`config.mk`:
```
export PLATFORM = sky130hd
export DESIGN_NAME = linescanner_sensor_emulator_flat
export DESIGN_NICKNAME = d
export VERILOG_FILES = /design/src/rtl/linescanner_sensor_emulator_if.sv /design/src/rtl/linescanner_sensor_emulator.sv /design/src/flat_wrapper.sv
export SDC_FILE = /design/constraint.sdc
export NUM_CORES = 1
export LEC_CHECK = 0
export ABC_AREA = 1
export CAP_MARGIN = 20
export CORE_ASPECT_RATIO = 0.8
export CORE_UTILIZATION = 28
export DETAILED_ROUTE_END_ITERATION = 8
export PLACE_DENSITY_LB_ADDON = 0.25
export SYNTH_ARGS = -nofsm -noshare
export SYNTH_HDL_FRONTEND = slang
export SYNTH_SLANG_ARGS = --single-unit
```
`constraint.sdc`:
```
create_clock -name pixel_clock -period 2.4 [get_ports pixel_clock]
set_input_delay 0.72 -clock pixel_clock [delete_from_list [all_inputs] [get_ports pixel_clock]]
set_output_delay 0.72 -clock pixel_clock [all_outputs]
set_load 0.01 [all_outputs]
```
`src/rtl/linescanner_sensor_emulator_if.sv`:
```
// linescanner_sensor_emulator_if: sensor pin bundle between the capture unit (master) and the emulated sensor (slave)
interface linescanner_sensor_emulator_if;
    logic        rst_cvc;
    logic        rst_cds;
    logic        sample;
    logic        load_pulse;
    logic [1:0]  pattern_sel;
    logic [7:0]  pattern_value;
    logic        end_adc;
    logic        lval;
    logic [7:0]  data;
    logic [15:0] line_count;
    logic        protocol_error;
    modport master (
        output rst_cvc, rst_cds, sample, load_pulse, pattern_sel, pattern_value,
        input  end_adc, lval, data, line_count, protocol_error
    );
    modport slave (
        input  rst_cvc, rst_cds, sample, load_pulse, pattern_sel, pattern_value,
        output end_adc, lval, data, line_count, protocol_error
    );
endinterface

```
`src/rtl/linescanner_sensor_emulator.sv`:
```
// linescanner_sensor_emulator: line-scan sensor model with an ADC conversion FSM and an independent line readout FSM
module linescanner_sensor_emulator #(
    parameter int NUM_PIXELS   = 2048,
    parameter int ADC_CLOCKS   = 64,
    parameter int LOAD_TO_LVAL = 2
) (
    input logic pixel_clock,
    input logic n_reset,
    linescanner_sensor_emulator_if.slave sif
);
    localparam int AW = $clog2(ADC_CLOCKS + 1);
    localparam int DW = $clog2(LOAD_TO_LVAL + 1);
    typedef enum logic {ADC_IDLE, ADC_CONV} adc_t;
    typedef enum logic [1:0] {RD_IDLE, RD_DELAY, RD_LINE} rd_t;
    adc_t adc_state_q, adc_state_d;
    rd_t rd_state_q, rd_state_d;
    logic [AW-1:0] adc_cnt_q, adc_cnt_d;
    logic [DW-1:0] dly_cnt_q, dly_cnt_d;
    logic [11:0] pix_idx_q, pix_idx_d;
    logic sample_q, sample_d, load_q, load_d;
    logic end_adc_q, end_adc_d, lval_q, lval_d, protocol_error_q, protocol_error_d;
    logic [7:0] data_q, data_d, conv_line_q, conv_line_d, rd_line_q, rd_line_d, pat_val_q, pat_val_d;
    logic [1:0] pat_sel_q, pat_sel_d;
    logic [15:0] line_count_q, line_count_d;
    logic sample_re, load_re;
    function automatic logic [7:0] pixel(logic [7:0] i, logic [1:0] sel, logic [7:0] val, logic [7:0] l);
        return sel == 2'd0 ? i + l : sel == 2'd1 ? val : sel == 2'd2 ? {8{i[3] ^ l[0]}} : 8'h00;
    endfunction
    assign sample_re = sif.sample & ~sample_q;
    assign load_re   = sif.load_pulse & ~load_q;
    always_comb begin
        sample_d         = sif.sample;
        load_d           = sif.load_pulse;
        adc_state_d      = adc_state_q;
        rd_state_d       = rd_state_q;
        adc_cnt_d        = adc_cnt_q;
        dly_cnt_d        = dly_cnt_q;
        pix_idx_d        = pix_idx_q;
        end_adc_d        = end_adc_q;
        lval_d           = lval_q;
        data_d           = data_q;
        conv_line_d      = conv_line_q;
        rd_line_d        = rd_line_q;
        pat_sel_d        = pat_sel_q;
        pat_val_d        = pat_val_q;
        line_count_d     = line_count_q;
        protocol_error_d = protocol_error_q;
        if (adc_state_q == ADC_IDLE) begin
            if (sample_re) begin
                adc_state_d = ADC_CONV;
                adc_cnt_d   = '0;
                end_adc_d   = 1'b0;
                if (sif.rst_cvc | sif.rst_cds) protocol_error_d = 1'b1;
            end
        end else begin
            if (sample_re) protocol_error_d = 1'b1;
            if (adc_cnt_q == AW'(ADC_CLOCKS - 1)) begin
                adc_state_d  = ADC_IDLE;
                end_adc_d    = 1'b1;
                line_count_d = line_count_q + 16'd1;
                conv_line_d  = line_count_q[7:0] + 8'd1;
            end else begin
                adc_cnt_d = adc_cnt_q + AW'(1);
            end
        end
        // A load during conversion still latches the previous conv_line.
        case (rd_state_q)
            RD_IDLE: if (load_re) begin
                rd_state_d = RD_DELAY;
                rd_line_d  = conv_line_q;
                dly_cnt_d  = '0;
                if (adc_state_q == ADC_CONV) protocol_error_d = 1'b1;
            end
            RD_DELAY: begin
                if (load_re) protocol_error_d = 1'b1;
                if (dly_cnt_q == DW'(LOAD_TO_LVAL - 1)) begin
                    rd_state_d = RD_LINE;
                    pix_idx_d  = '0;
                    pat_sel_d  = sif.pattern_sel;
                    pat_val_d  = sif.pattern_value;
                    lval_d     = 1'b1;
                    data_d     = pixel(8'd0, sif.pattern_sel, sif.pattern_value, rd_line_q);
                end else begin
                    dly_cnt_d = dly_cnt_q + DW'(1);
                end
            end
            RD_LINE: begin
                if (load_re) protocol_error_d = 1'b1;
                if (pix_idx_q == 12'(NUM_PIXELS - 1)) begin
                    rd_state_d = RD_IDLE;
                    lval_d     = 1'b0;
                    data_d     = 8'h00;
                end else begin
                    pix_idx_d = pix_idx_q + 12'd1;
                    data_d    = pixel(pix_idx_q[7:0] + 8'd1, pat_sel_q, pat_val_q, rd_line_q);
                end
            end
            default: rd_state_d = RD_IDLE;
        endcase
    end
    always_ff @(posedge pixel_clock or negedge n_reset) begin
        if (!n_reset) begin
            adc_state_q      <= ADC_IDLE;
            rd_state_q       <= RD_IDLE;
            adc_cnt_q        <= '0;
            dly_cnt_q        <= '0;
            pix_idx_q        <= '0;
            sample_q         <= 1'b0;
            load_q           <= 1'b0;
            end_adc_q        <= 1'b1;
            lval_q           <= 1'b0;
            data_q           <= 8'h00;
            conv_line_q      <= 8'h00;
            rd_line_q        <= 8'h00;
            pat_sel_q        <= 2'd0;
            pat_val_q        <= 8'h00;
            line_count_q     <= 16'd0;
            protocol_error_q <= 1'b0;
        end else begin
            adc_state_q      <= adc_state_d;
            rd_state_q       <= rd_state_d;
            adc_cnt_q        <= adc_cnt_d;
            dly_cnt_q        <= dly_cnt_d;
            pix_idx_q        <= pix_idx_d;
            sample_q         <= sample_d;
            load_q           <= load_d;
            end_adc_q        <= end_adc_d;
            lval_q           <= lval_d;
            data_q           <= data_d;
            conv_line_q      <= conv_line_d;
            rd_line_q        <= rd_line_d;
            pat_sel_q        <= pat_sel_d;
            pat_val_q        <= pat_val_d;
            line_count_q     <= line_count_d;
            protocol_error_q <= protocol_error_d;
        end
    end
    assign sif.end_adc        = end_adc_q;
    assign sif.lval           = lval_q;
    assign sif.data           = data_q;
    assign sif.line_count     = line_count_q;
    assign sif.protocol_error = protocol_error_q;
endmodule
```
`src/flat_wrapper.sv`:
```
// flat-port wrapper written by rule: the top's interface ports become plain ports
module linescanner_sensor_emulator_flat 
#(
    parameter int NUM_PIXELS   = 2048,
    parameter int ADC_CLOCKS   = 64,
    parameter int LOAD_TO_LVAL = 2
)
  (pixel_clock, n_reset, sif_rst_cvc, sif_rst_cds, sif_sample, sif_load_pulse, sif_pattern_sel, sif_pattern_value, sif_end_adc, sif_lval, sif_data, sif_line_count, sif_protocol_error);
  linescanner_sensor_emulator_if sif_i ();
  input logic pixel_clock;
  input logic n_reset;
  input wire logic [$bits(sif_i.rst_cvc)-1:0] sif_rst_cvc;
  input wire logic [$bits(sif_i.rst_cds)-1:0] sif_rst_cds;
  input wire logic [$bits(sif_i.sample)-1:0] sif_sample;
  input wire logic [$bits(sif_i.load_pulse)-1:0] sif_load_pulse;
  input wire logic [$bits(sif_i.pattern_sel)-1:0] sif_pattern_sel;
  input wire logic [$bits(sif_i.pattern_value)-1:0] sif_pattern_value;
  output wire logic [$bits(sif_i.end_adc)-1:0] sif_end_adc;
  output wire logic [$bits(sif_i.lval)-1:0] sif_lval;
  output wire logic [$bits(sif_i.data)-1:0] sif_data;
  output wire logic [$bits(sif_i.line_count)-1:0] sif_line_count;
  output wire logic [$bits(sif_i.protocol_error)-1:0] sif_protocol_error;
  assign sif_i.rst_cvc = sif_rst_cvc;
  assign sif_i.rst_cds = sif_rst_cds;
  assign sif_i.sample = sif_sample;
  assign sif_i.load_pulse = sif_load_pulse;
  assign sif_i.pattern_sel = sif_pattern_sel;
  assign sif_i.pattern_value = sif_pattern_value;
  assign sif_end_adc = sif_i.end_adc;
  assign sif_lval = sif_i.lval;
  assign sif_data = sif_i.data;
  assign sif_line_count = sif_i.line_count;
  assign sif_protocol_error = sif_i.protocol_error;
  linescanner_sensor_emulator #(.NUM_PIXELS(NUM_PIXELS), .ADC_CLOCKS(ADC_CLOCKS), .LOAD_TO_LVAL(LOAD_TO_LVAL)) u_core (.pixel_clock(pixel_clock), .n_reset(n_reset), .sif(sif_i));
endmodule
```
==> summary.md, run 1 <==
| Metric | Value |
|---|---|
| CP Max Fanout | 6 |
| Setup WS post-layout | 0.205 ns |
| Crit path launch type | flop |
| Avg Cell Area, Syn | 7.82 um^2 |
| R2R cell count | 12 |
| Fin cells | ~760 |
| Status | complete, no violations |
| LEAKAGE | roughly 2.3 nW |
| Clk pin slew, worst setup/hold paths | 0.06 ns |
| 1st-pass router iterations | 4 |
| RSZ-0062 raised after global routing | false |
| Max-Cap Viols | 0 |
| H-tree depth | 3 |
| Crit path time final | 2.20 ns |
| Area grow syn2layout | 23.6% |
| Setup slack, reg-to-reg | 0.20 ns |
| Met3 Use GR | 5.58% |
| Vias | 3,533 |
| CTS tree | built |
| Post-route cell area | 5010 um^2 |
| Layer with the highest usage | met1 |
| Slowest CP cell | dfrtp_1 |
| Clock Path Buffers | 2 |
| Initial antenna violation count | 0 |
| Vias per std cell | ~4.7 |
| Syn Inst Count | 518 |
| Antenna Cells | 0 |
| Number of synthesized register bits | roughly 70 |
| 1st-iter DRT viols | 268 |
| Min-delay worst type | in2async |
| Critical Path RT | 2.65 ns |
| Clock Latency Late Sink | 0.34 ns |
| Routed wire per std cell | approximately 14 um |
| Core box area | 13,800 um^2 |
| Fmax achieved | 0.456 GHz |
| Synth top area share | between 40% and 50% |
| Max-slew violations | 0 |
| Fillcell total | 1,440 |
| R2r startpoint | u_core.pix_idx_q[0] |
| WL final | ~10,000 um |
| Std-Cell Rows | 38 |
| Global-route wire length before repair | roughly 17,000 um |
| Mapped Area | 4050 um^2 |
| Crit path cell chain | buf_4, inv_1, ha_1, inv_1, fa_1, inv_1, nand4_1, nand4_1, nand3_1, nand3_1, nand2_1, a21oi_1 |
| Total die area | ~15,000 um^2 |
| Die Y | 110 um |
| Crit. End Element | flop |
| IR drop worst, VDD | 0.000357 V |
| Chip Width | about 140 um |
| # IOs | 43 |
| Power per cell area | 830 nW/um^2 |
| Met1 usage | 21.1% |
| Final setup violation count | 0 |
| Slew of the pin with the lowest slew margin | 0.531 ns |
| Fin Setup TNS | 0 ns |
| Final Hold Violating Endpoints | 0 |
| RD Place Congestion | between 0.8 and 0.9 |
| Reg2reg end | u_core.sif.data[6] |
| CTS Buf Count | 9 |
| Most frequent cells in the layout | nand2_1, dfrtp_1, inv_1 |
| Final Total Pwr | 4.16 mW |
| Warning count from the yosys run | 0 |
| Largest net degree at the start of global routing | 42 |
| Grt total ovfl | 0 |
| Port buffer count | 42 |
| Crit path from | u_core.pix_idx_q[0] |
| Sequential fraction of the synthesis area | 43.9% |
| Post-route clock period utilization | between 90% and 100% |
| Yosys top cell by area | dfrtp_1 |
| Crit path to | u_core.sif.data[6] |
| Critical path's most frequent cell | inv_1 |
| Ranking of synthesized cells by area | dfrtp_1, nand2_1, inv_1 |
| Commonest non-fill, non-tap cell in the layout | nand2_1 |
| Post-DRT Antenna Nets | 0 |
| Vias in the first global route | 3,343 |
| CP peak stage delay | 0.38 ns |
| Clock root buffer | clkbuf_16 |
| Initial Util | 29.3% |
| GRT Total Usage | 14.8% |
| Synth Net Count | 550 |
| DP Worst Slack | 0.0891 ns |
| # DRC | 0 |
| WS Path Type | reg2reg |
| Worst endpoint data arrival time | 2.45 ns |
| Placed cells | 738 |
| Placed instance area | ~4700 um^2 |
| Clock Skew | 0.00307 ns |
| Nets | 603 |
| Slew headroom | between 60% and 70% |
| Grt met2 use | 21.0% |
| Post-synthesis cell type count | 40 |
| Clk sinks | 71 |
| Layout cell share with drive strength beyond 1 | a little under a tenth |
| Post-DP HPWL | about 7600 um |
==> through the flow <==
stage	util, %	hold slack, ns
after floorplan	-	0.424
after global placement	34.0	0.461
after detailed placement	34.0	0.457
after CTS	35.9	0.345
after global routing	36.2	0.367
final	36.2	0.333
==> Yosys cell counts <==
cell,n
buf_4,1
xnor2_1,1
nand2_1,133
o21ai_0,27
o21bai_1,1
clkinv_1,1
fa_1,1
nor3_1,7
dfrtp_1,70
a21o_1,1
nor3_2,1
o21a_1,2
nor4_2,1
o32ai_1,1
nand2_2,1
inv_1,63
nor2_2,4
a31oi_1,1
nor2_4,1
ha_1,15
clkbuf_1,4
nor3b_1,1
nand3_4,1
nor4_1,2
nor2_1,44
a21oi_1,30
o21ai_1,6
o221ai_1,3
buf_6,2
dfstp_2,1
nand3_1,45
or2_2,2
buf_2,2
o22ai_1,2
a31o_2,1
xor2_1,17
nand4_1,9
mux2i_1,1
inv_2,1
o21ai_2,11
==> final cells by class <==
type                    count  area (um^2)  share of cell area (%)
multi-input cells         373         2000                    39.8
flip-flops and latches     71         1780                    35.5
repair buffers             51          498                    9.94
inverters                  65          244                    4.87
clock buffers              11          233                    4.65
well taps                 180          225                    4.50
clock inverters             5         35.0                   0.699
==> sequential cells by signal, summed over array words and instances, names as in the netlist <==
name and count:
u_core.dly_cnt_q 2, u_core.sif.lval 1, u_core.rd_line_q 8, u_core.sif.line_count 16
u_core.load_q 1, u_core.sample_q 1, u_core.pix_idx_q 12, u_core.pat_val_q 8
u_core.sif.data 8, u_core.adc_state_q 1, u_core.rd_state_q 2, u_core.sif.protocol_error 1
u_core.pat_sel_q 2, u_core.sif.end_adc 1, u_core.adc_cnt_q 7
==> metal layers <==
metal | routed length, um | share of wire [%]
met5 | 0 | 0
met4 | 88 | 0.86
met3 | 649 | 6.3
met2 | 4200 | 41
met1 | 5280 | 52
==> logic make-up after synthesis <==
family                     count (synthesis)  synth area share (%)
adders and majority gates                 16                  5.13
DFF                                       71                  43.9
muxes                                      1                 0.247
AOI/OAI and AO/OA                         86                  12.4
and+or+nand+nor                          252                  27.0
buffers and inverters                     74                  7.38
xor gates and xnor gates                  18                  3.89
==> where the power goes <==
part | switching [mW] | internal, mW | total [mW]
combinational | 0.857 | 0.520 | 1.38
clock | 0.519 | 0.699 | 1.22
sequential | 0.138 | 1.42 | 1.56
==> how the worst min path moves through the flow <==
stage	startpoint	end	slack (ns)	cells after the start
after global placement	u_core.adc_cnt_q[4]	u_core.adc_cnt_q[4]	0.46	1
after floorplan	n_reset	u_core.adc_cnt_q[0]	0.42	0
final	n_reset	u_core.pix_idx_q[7]	0.33	1
after global routing	n_reset	u_core.pix_idx_q[7]	0.37	1
after detailed placement	u_core.adc_cnt_q[4]	u_core.adc_cnt_q[4]	0.46	1
after CTS	n_reset	u_core.pix_idx_q[7]	0.34	1
==> critical path: cells and delay by family, from the launching register on <==
kind                       cells  cell delay [ns]
adders and majority gates      2             0.57
and+or+nand+nor                5             0.50
buffers and inverters          4             0.49
DFF                            1             0.38
AOI/OAI and AO/OA              1             0.17
==> timing repair <==
item | 4_1_cts | 5_1_grt
hold buffers | 0 | 0
resized for setup | 0 | 5
setup buffers | 0 | 2
setup endpoints to repair | 0 | 2
Power figures use the tool's default switching activity.
==> inputs of run 2 (changes only) <==
Settings changed: CORE_MARGIN from default to 2.
==> summary.md, run 2 (synthesized netlist as in run 1, its figures left out) <==
| Metric | Value |
|---|---|
| Total die area | between 15,000 and 20,000 um^2 |
| Setup slack, reg-to-reg | between 0.15 and 0.2 ns |
| Clk pin slew, worst setup/hold paths | 0.06 ns |
| Hold-fix buffers, CTS | 0 |
| Clk sinks | 71 |
| Nets | 604 |
| IR drop worst, VDD | 0.000304 V |
| Final setup violation count | 0 |
| Vias in the first global route | 3,433 |
| Top sig layer | met4 |
| Crit path launch type | flop |
| Critical Path RT | 2.63 ns |
| Clock root buffer | clkbuf_16 |
| Slowest CP cell | dfrtp_1 |
| RD Place Congestion | 0.887 |
| Global-route wire length before repair | roughly 17,000 um |
| Largest net degree at the start of global routing | 38 |
| Slew headroom | 66.6% |
| Max-slew violations | 0 |
| Status | complete, no violations |
| Fin Setup TNS | 0 ns |
| Commonest non-fill, non-tap cell in the layout | nand2_1 |
| Die Y | ~110 um |
| Crit path time final | between 2 and 2.5 ns |
| GRT Total Usage | 13.7% |
| Max reg flops | 16 |
| CTS Buf Count | 9 |
| Reg2reg end | u_core.sif.data[7] |
| Initial antenna violation count | 0 |
| WS Path Type | reg2reg |
| Power per cell area | 847 nW/um^2 |
| Layout cell share with drive strength beyond 1 | 9.36% |
| Chip Width | 139 um |
| Slew of the pin with the lowest slew margin | ~0.5 ns |
| Fmax achieved | 0.454 GHz |
| H-tree depth | 3 |
| Std-Cell Rows | 39 |
| LEAKAGE | 2.31 nW |
| # DRC | 0 |
| Core box area | 14,200 um^2 |
| R2R cell count | 16 |
| # IOs | 43 |
| Port buffer count | 42 |
| Final Hold Violating Endpoints | 0 |
| Antenna Cells | 0 |
| CTS tree | built |
| Area grow syn2layout | 24.7% |
| Critical path's most frequent cell | nand2_1 |
| Post-DP HPWL | 7600 um |
| Initial Util | 28.5% |
| Min-delay worst type | in2async |
| Post-DRT Antenna Nets | 0 |
| R2r startpoint | u_core.pix_idx_q[1] |
| Final Total Pwr | 4.28 mW |
| Most frequent cells in the layout | nand2_1, dfrtp_1, inv_1 |
| Routed length on met1 | about 5200 um |
| Grt total ovfl | 0 |
| 1st-pass router iterations | 5 |
| Clock Path Buffers | 2 |
| Placed cells | 744 |
| Clock Skew | 0.00571 ns |
| Crit path from | u_core.pix_idx_q[1] |
| Fin cells | 761 |
| Crit path cell chain | ha_2, nand2_1, nor2_4, xnor2_1, inv_1, ha_1, nand2_1, nand2_1, inv_1, nor2_1, nor2_1, nand2_1, nand3_1, nand3_1, nand2_1, a21oi_1 |
| Crit. End Element | flop |
| Post-route clock period utilization | 91.8% |
| Metal3 WL | 490 um |
| 1st-iter DRT viols | between 200 and 250 |
| CP Max Fanout | 4 |
| CP peak stage delay | roughly 0.40 ns |
| Vias | 3,522 |
| Routed wire per std cell | 13.2 um |
| Crit path to | u_core.sif.data[7] |
| Clock Latency Late Sink | 0.34 ns |
| Max-Cap Viols | 0 |
| Met2 WL | 4160 um |
| WL final | 10,000 um |
| Vias per std cell | 4.63 |
| Worst endpoint data arrival time | 2.43 ns |
[run 2: changes by cell type in the layout (fill, tap and decap cells not counted), sizes merged]
cell    before  now
inv         64   66
clkinv       5    3
bufinv       0    1
buf         10   11
clkbuf      11   10
[run 2: per-layer routing]
metal  track usage (%)  up-vias
met2              19.9       77
met3              3.35       16
met4              4.22        0
met1              20.0     1622
li1                  -     1807
met5                 0        -
[run 2: worst min-delay path by stage]
| stage | from | cells past startpoint | to | slack [ns] |
|---|---|---|---|---|
| final | n_reset | 1 | u_core.load_q | 0.34 |
| after global routing | n_reset | 1 | u_core.load_q | 0.37 |
| after CTS | n_reset | 1 | u_core.load_q | 0.35 |
| after detailed placement | u_core.adc_cnt_q[4] | 1 | u_core.adc_cnt_q[4] | 0.45 |
| after global placement | u_core.adc_cnt_q[4] | 1 | u_core.adc_cnt_q[4] | 0.45 |
| after floorplan | n_reset | 0 | u_core.adc_cnt_q[0] | 0.42 |
[run 2: through the flow]
| step | util [%] | hold slack [ns] | cell area [um^2] | setup WS, ns |
|---|---|---|---|---|
| finish | 35.6 | 0.341 | 5050 | 0.197 |
| global route | 35.6 | 0.375 | 5050 | -0.000870 |
| CTS | 35.4 | 0.350 | 5020 | 0.107 |
| detailed placement | 33.3 | 0.451 | 4730 | 0.137 |
| global placement | 33.3 | 0.455 | 4730 | 0.216 |
| floorplan | - | 0.424 | 4050 | 0.313 |
[run 2: layout make-up]
cell class / count / area [um^2]
fillers: 1464 / 9150
multi-input cells: 373 / 2000
flip-flops and latches: 71 / 1780
repair buffers: 52 / 505
inverters: 65 / 244
well taps: 184 / 230
clock buffers: 10 / 229
clock inverters: 6 / 68.8
[run 2: power breakdown]
part	total, mW	switching (mW)	internal, mW
registers	1.56	0.137	1.42
logic	1.37	0.843	0.529
clock network	1.35	0.539	0.812
total	4.28	1.52	2.76
[run 2: timing repair]
action                                  in CTS  in global routing
buffers inserted                             0                  1
resized for setup                            0                  5
endpoints found under the setup margin       0                  2
[run 2: worst max-delay path, delay by kind of cell (launching register included)]
| family | cells | cell delay (ns) |
|---|---|---|
| DFF | 1 | 0.40 |
| AOI/OAI and AO/OA | 1 | 0.05 |
| xor gates and xnor gates | 1 | 0.12 |
| and+or+nand+nor | 10 | 0.78 |
| buffers and inverters | 2 | 0.17 |
| adders and majority gates | 2 | 0.55 |
